**config.mk**
```make
export PLATFORM = sky130hd
export DESIGN_NAME = stereo_pair_sync
export DESIGN_NICKNAME = d
export VERILOG_FILES = /design/src/rtl/stereo_sync_pkg.sv /design/src/rtl/stereo_sync_fifo.sv /design/src/rtl/stereo_pair_sync.sv
export SDC_FILE = /design/constraint.sdc
export NUM_CORES = 1
export LEC_CHECK = 0
export CAP_MARGIN = 40
export CORE_UTILIZATION = 43
export CTS_CLUSTER_SIZE = 12
export DETAILED_ROUTE_END_ITERATION = 16
export SYNTH_ARGS = -nofsm -noshare
export SYNTH_HDL_FRONTEND = slang
export SYNTH_SLANG_ARGS = --single-unit
```
**constraint.sdc**
```tcl
create_clock -name aclk -period 11.65 [get_ports aclk]
set_clock_uncertainty 0.1 [all_clocks]
set_input_delay 2.33 -clock aclk [delete_from_list [all_inputs] [get_ports aclk]]
set_output_delay 2.33 -clock aclk [all_outputs]
set_load 0.03 [all_outputs]
```
**src/rtl/stereo_sync_pkg.sv**
```systemverilog
// stereo_sync_pkg: shared types and constants for the stereo pair synchroniser.
//   state_t    - alignment FSM states (HUNT on reset, LOCK once both streams sit at start-of-frame)
//   beat_t     - side-FIFO entry layout {tuser, tlast, tdata} at the default beat width
//   FIFO_PTR_W - pointer width of the default-depth side FIFO
//   ptr_width  - pointer width for an arbitrary power-of-two FIFO depth
package stereo_sync_pkg;

  typedef enum logic [0:0] {
    HUNT = 1'b0,
    LOCK = 1'b1
  } state_t;

  localparam int unsigned DEF_BPP        = 8;
  localparam int unsigned DEF_NPPC       = 4;
  localparam int unsigned DEF_TDATA_W    = DEF_BPP * DEF_NPPC;
  localparam int unsigned DEF_FIFO_DEPTH = 16;
  localparam int unsigned FIFO_PTR_W     = $clog2(DEF_FIFO_DEPTH);

  typedef struct packed {
    logic                   tuser;
    logic                   tlast;
    logic [DEF_TDATA_W-1:0] tdata;
  } beat_t;

  function automatic int unsigned ptr_width(input int unsigned depth);
    return (depth < 2) ? 1 : $clog2(depth);
  endfunction

endpackage

```
**src/rtl/stereo_sync_fifo.sv**
```systemverilog
// stereo_sync_fifo: first-word-fall-through FIFO with registered full/empty flags.
//   clk, rst  - clock, asynchronous active-high reset (flushes contents)
//   in_valid  - write request; the write happens when in_valid && in_ready
//   in_ready  - registered !full; held low during reset and for the first edge after it
//   in_data   - entry to store
//   out_valid - head is valid (registered !empty); a write becomes visible one cycle later
//   out_pop   - consume the head (ignored while empty)
//   out_data  - head entry
module stereo_sync_fifo
  import stereo_sync_pkg::*;
#(
  parameter int unsigned WIDTH = 34,
  parameter int unsigned DEPTH = 16
) (
  input  logic             clk,
  input  logic             rst,
  input  logic             in_valid,
  output logic             in_ready,
  input  logic [WIDTH-1:0] in_data,
  output logic             out_valid,
  input  logic             out_pop,
  output logic [WIDTH-1:0] out_data
);

  localparam int unsigned     PTR_W    = ptr_width(DEPTH);
  localparam logic [PTR_W:0]  FULL_CNT = (PTR_W + 1)'(DEPTH);

  logic [WIDTH-1:0] mem [DEPTH];
  logic [PTR_W-1:0] wr_ptr, rd_ptr;
  logic [PTR_W:0]   count, count_next;
  logic             not_full_q, empty_q;
  logic             push, pop;

  assign push      = in_valid && not_full_q;
  assign pop       = out_pop && !empty_q;
  assign in_ready  = not_full_q;
  assign out_valid = !empty_q;
  assign out_data  = mem[rd_ptr];

  always_comb begin
    count_next = count;
    if (push && !pop)
      count_next = count + (PTR_W + 1)'(1);
    else if (!push && pop)
      count_next = count - (PTR_W + 1)'(1);
  end

  // not_full_q resets low so the upstream sees tready=0 until the first edge after release.
  always_ff @(posedge clk or posedge rst) begin
    if (rst) begin
      wr_ptr     <= '0;
      rd_ptr     <= '0;
      count      <= '0;
      not_full_q <= 1'b0;
      empty_q    <= 1'b1;
    end else begin
      if (push) wr_ptr <= wr_ptr + PTR_W'(1);
      if (pop)  rd_ptr <= rd_ptr + PTR_W'(1);
      count      <= count_next;
      not_full_q <= (count_next != FULL_CNT);
      empty_q    <= (count_next == '0);
    end
  end

  always_ff @(posedge clk) begin
    if (push) mem[wr_ptr] <= in_data;
  end

endmodule

```
**src/rtl/stereo_pair_sync.sv**
```systemverilog
// stereo_pair_sync: joins rectified left/right AXI4-Stream video into one beat stream.
//   aclk, areset      - clock, asynchronous active-high reset (flushes FIFOs, back to HUNT)
//   s_axis_l_*        - left input stream (tvalid/tready/tdata/tlast/tuser=start-of-frame)
//   s_axis_r_*        - right input stream, same signals
//   m_axis_*          - joined stream, tdata = {right, left}; tuser/tlast from the left head
//   locked            - high while both streams are aligned (FSM in LOCK)
//   sync_lost         - one-cycle pulse the cycle after an L/R tuser/tlast mismatch
// Optional macro STEREO_SYNC_STATS_EN adds frame_count[31:0] (accepted start-of-frame beats)
// and resync_count[15:0] (sync_lost pulses, saturating).
module stereo_pair_sync
  import stereo_sync_pkg::*;
#(
  parameter int unsigned BPP              = 8,
  parameter int unsigned NPPC             = 4,
  parameter int unsigned AXIS_TDATA_WIDTH = BPP * NPPC,
  parameter int unsigned FIFO_DEPTH       = 16
) (
  input  logic                          aclk,
  input  logic                          areset,
  input  logic                          s_axis_l_tvalid,
  output logic                          s_axis_l_tready,
  input  logic [AXIS_TDATA_WIDTH-1:0]   s_axis_l_tdata,
  input  logic                          s_axis_l_tlast,
  input  logic                          s_axis_l_tuser,
  input  logic                          s_axis_r_tvalid,
  output logic                          s_axis_r_tready,
  input  logic [AXIS_TDATA_WIDTH-1:0]   s_axis_r_tdata,
  input  logic                          s_axis_r_tlast,
  input  logic                          s_axis_r_tuser,
  output logic                          m_axis_tvalid,
  input  logic                          m_axis_tready,
  output logic [2*AXIS_TDATA_WIDTH-1:0] m_axis_tdata,
  output logic                          m_axis_tlast,
  output logic                          m_axis_tuser,
  output logic                          locked,
  output logic                          sync_lost
`ifdef STEREO_SYNC_STATS_EN
  ,
  output logic [31:0]                   frame_count,
  output logic [15:0]                   resync_count
`endif
);

  typedef struct packed {
    logic                        tuser;
    logic                        tlast;
    logic [AXIS_TDATA_WIDTH-1:0] tdata;
  } side_beat_t;

  localparam int unsigned BEAT_W = $bits(side_beat_t);

  side_beat_t in_l, in_r, head_l, head_r;
  logic       hv_l, hv_r, pop_l, pop_r;
  logic       heads_match, m_valid, mismatch, sync_lost_q;
  state_t     state, state_d;

  assign in_l = '{tuser: s_axis_l_tuser, tlast: s_axis_l_tlast, tdata: s_axis_l_tdata};
  assign in_r = '{tuser: s_axis_r_tuser, tlast: s_axis_r_tlast, tdata: s_axis_r_tdata};

  stereo_sync_fifo #(.WIDTH(BEAT_W), .DEPTH(FIFO_DEPTH)) u_fifo_l (
    .clk      (aclk),
    .rst      (areset),
    .in_valid (s_axis_l_tvalid),
    .in_ready (s_axis_l_tready),
    .in_data  (in_l),
    .out_valid(hv_l),
    .out_pop  (pop_l),
    .out_data (head_l)
  );

  stereo_sync_fifo #(.WIDTH(BEAT_W), .DEPTH(FIFO_DEPTH)) u_fifo_r (
    .clk      (aclk),
    .rst      (areset),
    .in_valid (s_axis_r_tvalid),
    .in_ready (s_axis_r_tready),
    .in_data  (in_r),
    .out_valid(hv_r),
    .out_pop  (pop_r),
    .out_data (head_r)
  );

  assign heads_match = (head_l.tuser == head_r.tuser) && (head_l.tlast == head_r.tlast);

  // Heads only move on a pop, so an offered beat stays stable until accepted and
  // a mismatch can never appear while a beat is pending.
  always_comb begin
    state_d  = state;
    pop_l    = 1'b0;
    pop_r    = 1'b0;
    m_valid  = 1'b0;
    mismatch = 1'b0;
    case (state)
      HUNT: begin
        // Each side discards independently until it reaches a start-of-frame beat.
        pop_l = hv_l && !head_l.tuser;
        pop_r = hv_r && !head_r.tuser;
        if (hv_l && hv_r && head_l.tuser && head_r.tuser)
          state_d = LOCK;
      end
      LOCK: begin
        if (hv_l && hv_r) begin
          if (heads_match) begin
            m_valid = 1'b1;
            pop_l   = m_axis_tready;
            pop_r   = m_axis_tready;
          end else begin
            mismatch = 1'b1;
            state_d  = HUNT;
          end
        end
      end
      default: state_d = HUNT;
    endcase
  end

  always_ff @(posedge aclk or posedge areset) begin
    if (areset) begin
      state       <= HUNT;
      sync_lost_q <= 1'b0;
    end else begin
      state       <= state_d;
      sync_lost_q <= mismatch;
    end
  end

  assign m_axis_tvalid = m_valid;
  assign m_axis_tdata  = {head_r.tdata, head_l.tdata};
  assign m_axis_tlast  = head_l.tlast;
  assign m_axis_tuser  = head_l.tuser;
  assign locked        = (state == LOCK);
  assign sync_lost     = sync_lost_q;

`ifdef STEREO_SYNC_STATS_EN
  always_ff @(posedge aclk or posedge areset) begin
    if (areset) begin
      frame_count  <= '0;
      resync_count <= '0;
    end else begin
      if (m_valid && m_axis_tready && head_l.tuser)
        frame_count <= frame_count + 32'd1;
      if (sync_lost_q && (resync_count != '1))
        resync_count <= resync_count + 16'd1;
    end
  end
`endif

endmodule

```
After elaboration in Yosys (flattened, before gate mapping)
Memories as Yosys holds them, arrays and structs flattened.
Cells that the tools add are included.

cells by class
  bitwise logic cells = 1
  multiplexer cells = 21
  eq/ne operators = 4
  $add $sub $neg = 8
  reduce and logical (&&, ||, !) cells = 24

operator list
  cell                 number
  $mux 5               4
  $add 4x1->4 const B  4
  $logic_and 1x1->1    14
  $mux 1               14
  $add 5x1->5 const B  2
  $logic_not 5->1      2
  $ne 5x5->1 const B   2
  $sub 5x1->5 const B  2
  $logic_not 1->1      8
  $pmux 1 s2           3
  $eq 1x1->1           2
  $not 1->1            1

storage, ports and cells
  word-level logic and storage cells = 72
  memories kept = 2
  register bits = 32
  output and inout bits = 71
  bits in writable memories = 1088

memory list
  memory        depth  bits a word  rd ports  clocked after Yosys merged registers in  wr ports  RTL line                RTL
  u_fifo_l.mem  16     34           1         0                                        1         stereo_sync_fifo.sv:28  logic [WIDTH-1:0] mem [DEPTH];
  u_fifo_r.mem  16     34           1         0                                        1         stereo_sync_fifo.sv:28

Logic depth before layout (Yosys ltp)
An unclocked memory read counts as a cell.

  depth after elaboration = 11
  depth in mapped cells = 12

Cells and area by module
A second synthesis with hierarchy kept.

second synthesis, totals
  cells, all modules = 1921
  area, all modules = 43073.8 µm²

modules (own cells, without submodules)
  module                       area each (µm²)  sequential area each (µm²)  times used  cells each
  stereo_sync_fifo (u_fifo_r)  21515.6          16712.3                     1           956
  stereo_sync_fifo (u_fifo_l)  21398.0          16712.3                     1           944
  stereo_pair_sync             160.2            50.0                        1           21

Worst setup path before layout
No wires, ideal clock.

  path kind = input port to flip-flop
  start = in s_axis_r_tvalid
  end = mem u_fifo_r.mem[3][0], enable pin
  arrival = 5.226 ns
  path buffers = 1
  required time = 11.083 ns
  slack = 5.857 ns
  cell stages on the path = 4
  path through = and2_0 -> buf_2 -> nand2_1 -> nor3_1

on the way
  cells in the longest elaborated chain, start to end = 3

RTL lines
  what                          RTL line                RTL
  start: declaration            stereo_pair_sync.sv:25  input logic s_axis_r_tvalid,
  $logic_and 1x1->1             stereo_sync_fifo.sv:34  assign push = in_valid && not_full_q;
  $mux 1                        stereo_sync_fifo.sv:66  if (push) mem[wr_ptr] <= in_data;
  $mux 1 (not written as such)  stereo_sync_fifo.sv:66
  end: declaration              stereo_sync_fifo.sv:28

No other way between the ends.

Worst setup path in the final report
  start = reg u_fifo_l.rd_ptr[0]
  end = out m_axis_tdata[7]

on the way
  cells in the longest elaborated chain, start to end = 1

RTL lines
  what                      RTL line                RTL
  start: declaration        stereo_sync_fifo.sv:29  logic [PTR_W-1:0] wr_ptr, rd_ptr;
  start signal: assignment  stereo_sync_fifo.sv:58  if (pop) rd_ptr <= rd_ptr + PTR_W'(1);
  $mem_v2 16x34             -
  end: declaration          stereo_pair_sync.sv:32  output logic [2*AXIS_TDATA_WIDTH-1:0] m_axis_tdata,

No other way between the ends.

==> reports/results.md <==
- **I/O pin count** 144
- **Core Region** 100,100 um2
- **starting density of the core** 43.40%
- **share of flip-flops with an asynchronous set or reset after synthesis** 2.857%
- **maximum count of clock buffers along a single path** 3
- **wire per inst** 26.20 um
- **total DRC errors in the routed layout** 0
- **worst-path cell with the longest stage delay** sky130_fd_sc_hd__dfrtp_4
- **top cell family by delay on the critical path** buffers and inverters
- **via count** 21,445
- **die height** 319.9 um
- **overall die area** 102,300 um2
- **endpoint required time on the critical path** 9.22 ns
- **dominant synthesized flop cell** sky130_fd_sc_hd__edfxtp_1
- **buffer type at the clock tree root** sky130_fd_sc_hd__clkbuf_16
- **number of global-route vias before repair** 22,045
- **total of buffers placed on input and output ports** 143
- **remaining antenna violation count after routing** 0
- **Buffers & Inverters on Critical Path** 4
- **number of buffers added for setup after CTS** 0
- **number of antenna violations at the first check in global routing** 10
- **number of flip-flops and latches in the synthesized netlist** 1,120
- **crit path cell chain** buf_4 > buf_4 > buf_12 > mux2_2 > o21ai_0 > a21oi_1 > a22oi_1 > nand2_1 > clkdlybuf4s50_1
- **Congestion Overflow GR** 0
- **Final Max Tran Viols** 0
- **number of enable-type register cells in the synthesized netlist** 1,088
- **DP HPWL** 51,380 um
- **number of vias per cell** 5.673
- **htree depth** 3
- **first drt pass iteration count** 5
- **maximum fanout along the worst path** 46
- **global-route wire length before repair** 145,200 um
- **summed instance area of the synthesized netlist** 43,460 um2
- **worst path setup slack after routing** 4.154 ns
- **sequential-to-total area share from yosys stat** 77.02%
- **cell leakage power** 16.49 nW
- **Die X-Extent** 319.9 um
- **Synth-to-Final Area Change** 15.42%
- **clock-pin transition on the worst setup and hold timing paths** 0.06 ns
- **final layout net count** 2,490
- **global-route usage over all layers** 19.34%
- **antenna diode count** 0
- **setup repair after global routing missed its margin** false
- **Critical Path AT** 5.07 ns
- **post-synth top area cell** sky130_fd_sc_hd__edfxtp_1
- **TritonCTS clock tree** yes
- **sort of element at the end of the critical path** primary output
- **post-cts resize count** 0
- **kind of critical path** reg -> out
- **final-report setup violation count** 0
- **setup slack at placement** 4.805 ns
- **maximum cell stage delay along the critical path** 0.90 ns
- **Slew @ Worst Pin** 0.9704 ns
- **cell repeated most along the worst path** sky130_fd_sc_hd__buf_4
- **ranking of synthesized cells by instance count** 1,088 x sky130_fd_sc_hd__edfxtp_1, 240 x sky130_fd_sc_hd__mux2i_1, 144 x sky130_fd_sc_hd__mux4_2
- **Max IR drop VDD** 248.1 uV
- **top-area cell type share of the netlist area** 75.17%
- **number of buffers inserted during clock tree synthesis** 114
- **final total negative setup slack** 0 ns
- **share of cells above drive strength 1** 17.08%
- **synthesized net count** 2,291
- **Hold-fix buffers, CTS** 0
- **hold violation count in the final report** 0
- **routability-driven placement congestion ratio** 0.7171
- **clock latency at the later pin of the worst-skew pair** 0.70 ns
- **number of unique standard cell types used by synthesis** 52
- **power per cell area** 259.8 nW/um2
- **period utilisation layout** 64.35%
- **top cells by area, synth** sky130_fd_sc_hd__edfxtp_1 75%, sky130_fd_sc_hd__mux4_2 7.5%, sky130_fd_sc_hd__mux2i_1 5.5%, sky130_fd_sc_hd__a221oi_1 2.0%, sky130_fd_sc_hd__dfrtp_1 1.7%
- **Tot Pwr** 13.03 mW
- **number of maximum-capacitance violations** 0
- **crit start category** flop
- **count leader, synth** sky130_fd_sc_hd__edfxtp_1
- **iteration-0 DRC count of the detailed router** 1,980
- **number of clock sinks seen by CTS** 1,120
- **largest net degree at the start of global routing** 123
- **row count** 116
- **result of the run** complete, no violations
- **total detailed-routing wirelength** 99,040 um
- **class of the tightest hold or removal check** reg -> reg
- **gate count after technology mapping** 2,204
- **shortest period the worst path allows** 7.496 ns
- **Synth Warn #** 0
- **maximum clock frequency** 0.1334 GHz
- **tightest slew margin relative to the limit** 35.31%
- **synthesized area per cell** 19.72 um2
[logic make-up (layout without fill, tap and decap cells)]
group	after synthesis	count (layout)	share of synthesized area [%]
AO/OA/AOI/OAI	299	299	4.788
XOR/XNOR	23	23	0.4808
adder cells (fa/ha/maj)	15	15	0.4261
buffers and inverters	134	412	1.296
flip-flops	1120	1120	77.02
multiplexers	412	412	13.72
AND/OR/NAND/NOR	201	201	2.271
[layout make-up]
type / instances / area [um2]
Clock inverter: 39 / 372.9
Tap cell: 1298 / 1624
Inverter: 12 / 45.04
Fill cell: 8059 / 49980
Timing Repair Buffer: 205 / 2027
Sequential cell: 1120 / 33490
Multi-Input combinational cell: 950 / 9570
Clock buffer: 156 / 3030
[cell usage in the layout (no fill, tap or decap), types with 4 or more instances in the layout]
cell type                         synthesis  routed
sky130_fd_sc_hd__buf_4                    1      54
sky130_fd_sc_hd__mux4_2                 144     144
sky130_fd_sc_hd__xnor2_1                 15      15
sky130_fd_sc_hd__a221oi_1                98      98
sky130_fd_sc_hd__nor3_2                   0       4
sky130_fd_sc_hd__a22oi_1                 66      66
sky130_fd_sc_hd__nor2_1                  21       9
sky130_fd_sc_hd__nor2_4                   0      12
sky130_fd_sc_hd__clkinv_1                 1      20
sky130_fd_sc_hd__edfxtp_1              1088    1088
sky130_fd_sc_hd__clkbuf_1                80      40
sky130_fd_sc_hd__and2_2                   0      14
sky130_fd_sc_hd__nor4_1                   5       5
sky130_fd_sc_hd__xor2_1                   7       7
sky130_fd_sc_hd__mux2_2                  28      28
sky130_fd_sc_hd__buf_12                   1       4
sky130_fd_sc_hd__and3_1                   9       5
sky130_fd_sc_hd__bufinv_16                0       4
sky130_fd_sc_hd__clkbuf_16                0     114
sky130_fd_sc_hd__nor3_1                  11       7
sky130_fd_sc_hd__a21oi_1                 33      33
sky130_fd_sc_hd__dfrtp_4                  0       4
sky130_fd_sc_hd__clkdlybuf4s50_1          0     143
sky130_fd_sc_hd__and3_2                   0       4
sky130_fd_sc_hd__dfrtp_1                 30      23
sky130_fd_sc_hd__ha_1                    14      14
sky130_fd_sc_hd__o21ai_0                 93      93
sky130_fd_sc_hd__nand4_1                  6       6
sky130_fd_sc_hd__nand2_1                101     101
sky130_fd_sc_hd__mux2i_1                240     240
sky130_fd_sc_hd__nand3_1                  7       7
sky130_fd_sc_hd__buf_16                   0       4
sky130_fd_sc_hd__and2_1                  18       5
sky130_fd_sc_hd__inv_1                   11      11
sky130_fd_sc_hd__clkinv_2                 0       7
[path summary, 6_finish.rpt]
kind | from | end | slack (ns) | cells past startpoint
min in group asynchronous | areset | sync_lost | 1.95 | 3
setup / recovery | u_fifo_l.rd_ptr[0] | m_axis_tdata[7] | 4.15 | 9
setup reg to reg | u_fifo_l.rd_ptr[0] | u_fifo_r.empty_q | 6.49 | 9
hold / removal | u_fifo_l.count[4] | u_fifo_l.count[4] | 0.41 | 1
max in group asynchronous | areset | u_fifo_r.rd_ptr[0] | 9.12 | 3
hold reg to reg | u_fifo_l.count[4] | u_fifo_l.count[4] | 0.41 | 1
[state kept, by name, summed over array words and instances (netlist names)]
name / count
locked: 1
u_fifo_l.rd_ptr: 4
u_fifo_l.count: 5
u_fifo_r.in_ready: 1
u_fifo_r.count: 5
sync_lost: 1
u_fifo_l.empty_q: 1
u_fifo_r.mem: 544
u_fifo_r.empty_q: 1
u_fifo_r.wr_ptr: 4
u_fifo_l.mem: 544
u_fifo_r.rd_ptr: 4
u_fifo_l.wr_ptr: 4
u_fifo_l.in_ready: 1
[power breakdown]
part | total (mW) | switching, mW | internal [mW]
Combinational | 4.55 | 2.74 | 1.81
Clock | 3.37 | 1.47 | 1.90
Sequential | 5.12 | 0.237 | 4.88
Total | 13.0 | 4.44 | 8.59
[metrics by stage]
| stage | area [um2] | util, % | instances | hold WS, ns |
|---|---|---|---|---|
| detailed placement | 46760 | 46.69 | 3585 | 0.4091 |
| global route | 50160 | 50.09 | 3780 | 0.4531 |
| floorplan | 43460 | - | 2204 | 0.3624 |
| global placement | 46590 | 46.52 | 3578 | 0.3813 |
| CTS | 50160 | 50.09 | 3780 | 0.4195 |
| finish | 50160 | 50.09 | 3780 | 0.4109 |
[metal layers]
| metal | wire, um | vias up | GRT usage [%] | part of all wire (%) |
|---|---|---|---|---|
| met2 | 48860 | 541 | 32.30 | 49 |
| li1 | - | 9467 | - | - |
| met4 | 1868 | 16 | 4.976 | 1.9 |
| met5 | 112 | - | 0 | 0.11 |
| met3 | 5224 | 145 | 3.711 | 5.3 |
| met1 | 42980 | 11276 | 26.07 | 43 |
(Power assumes the default switching activity.)
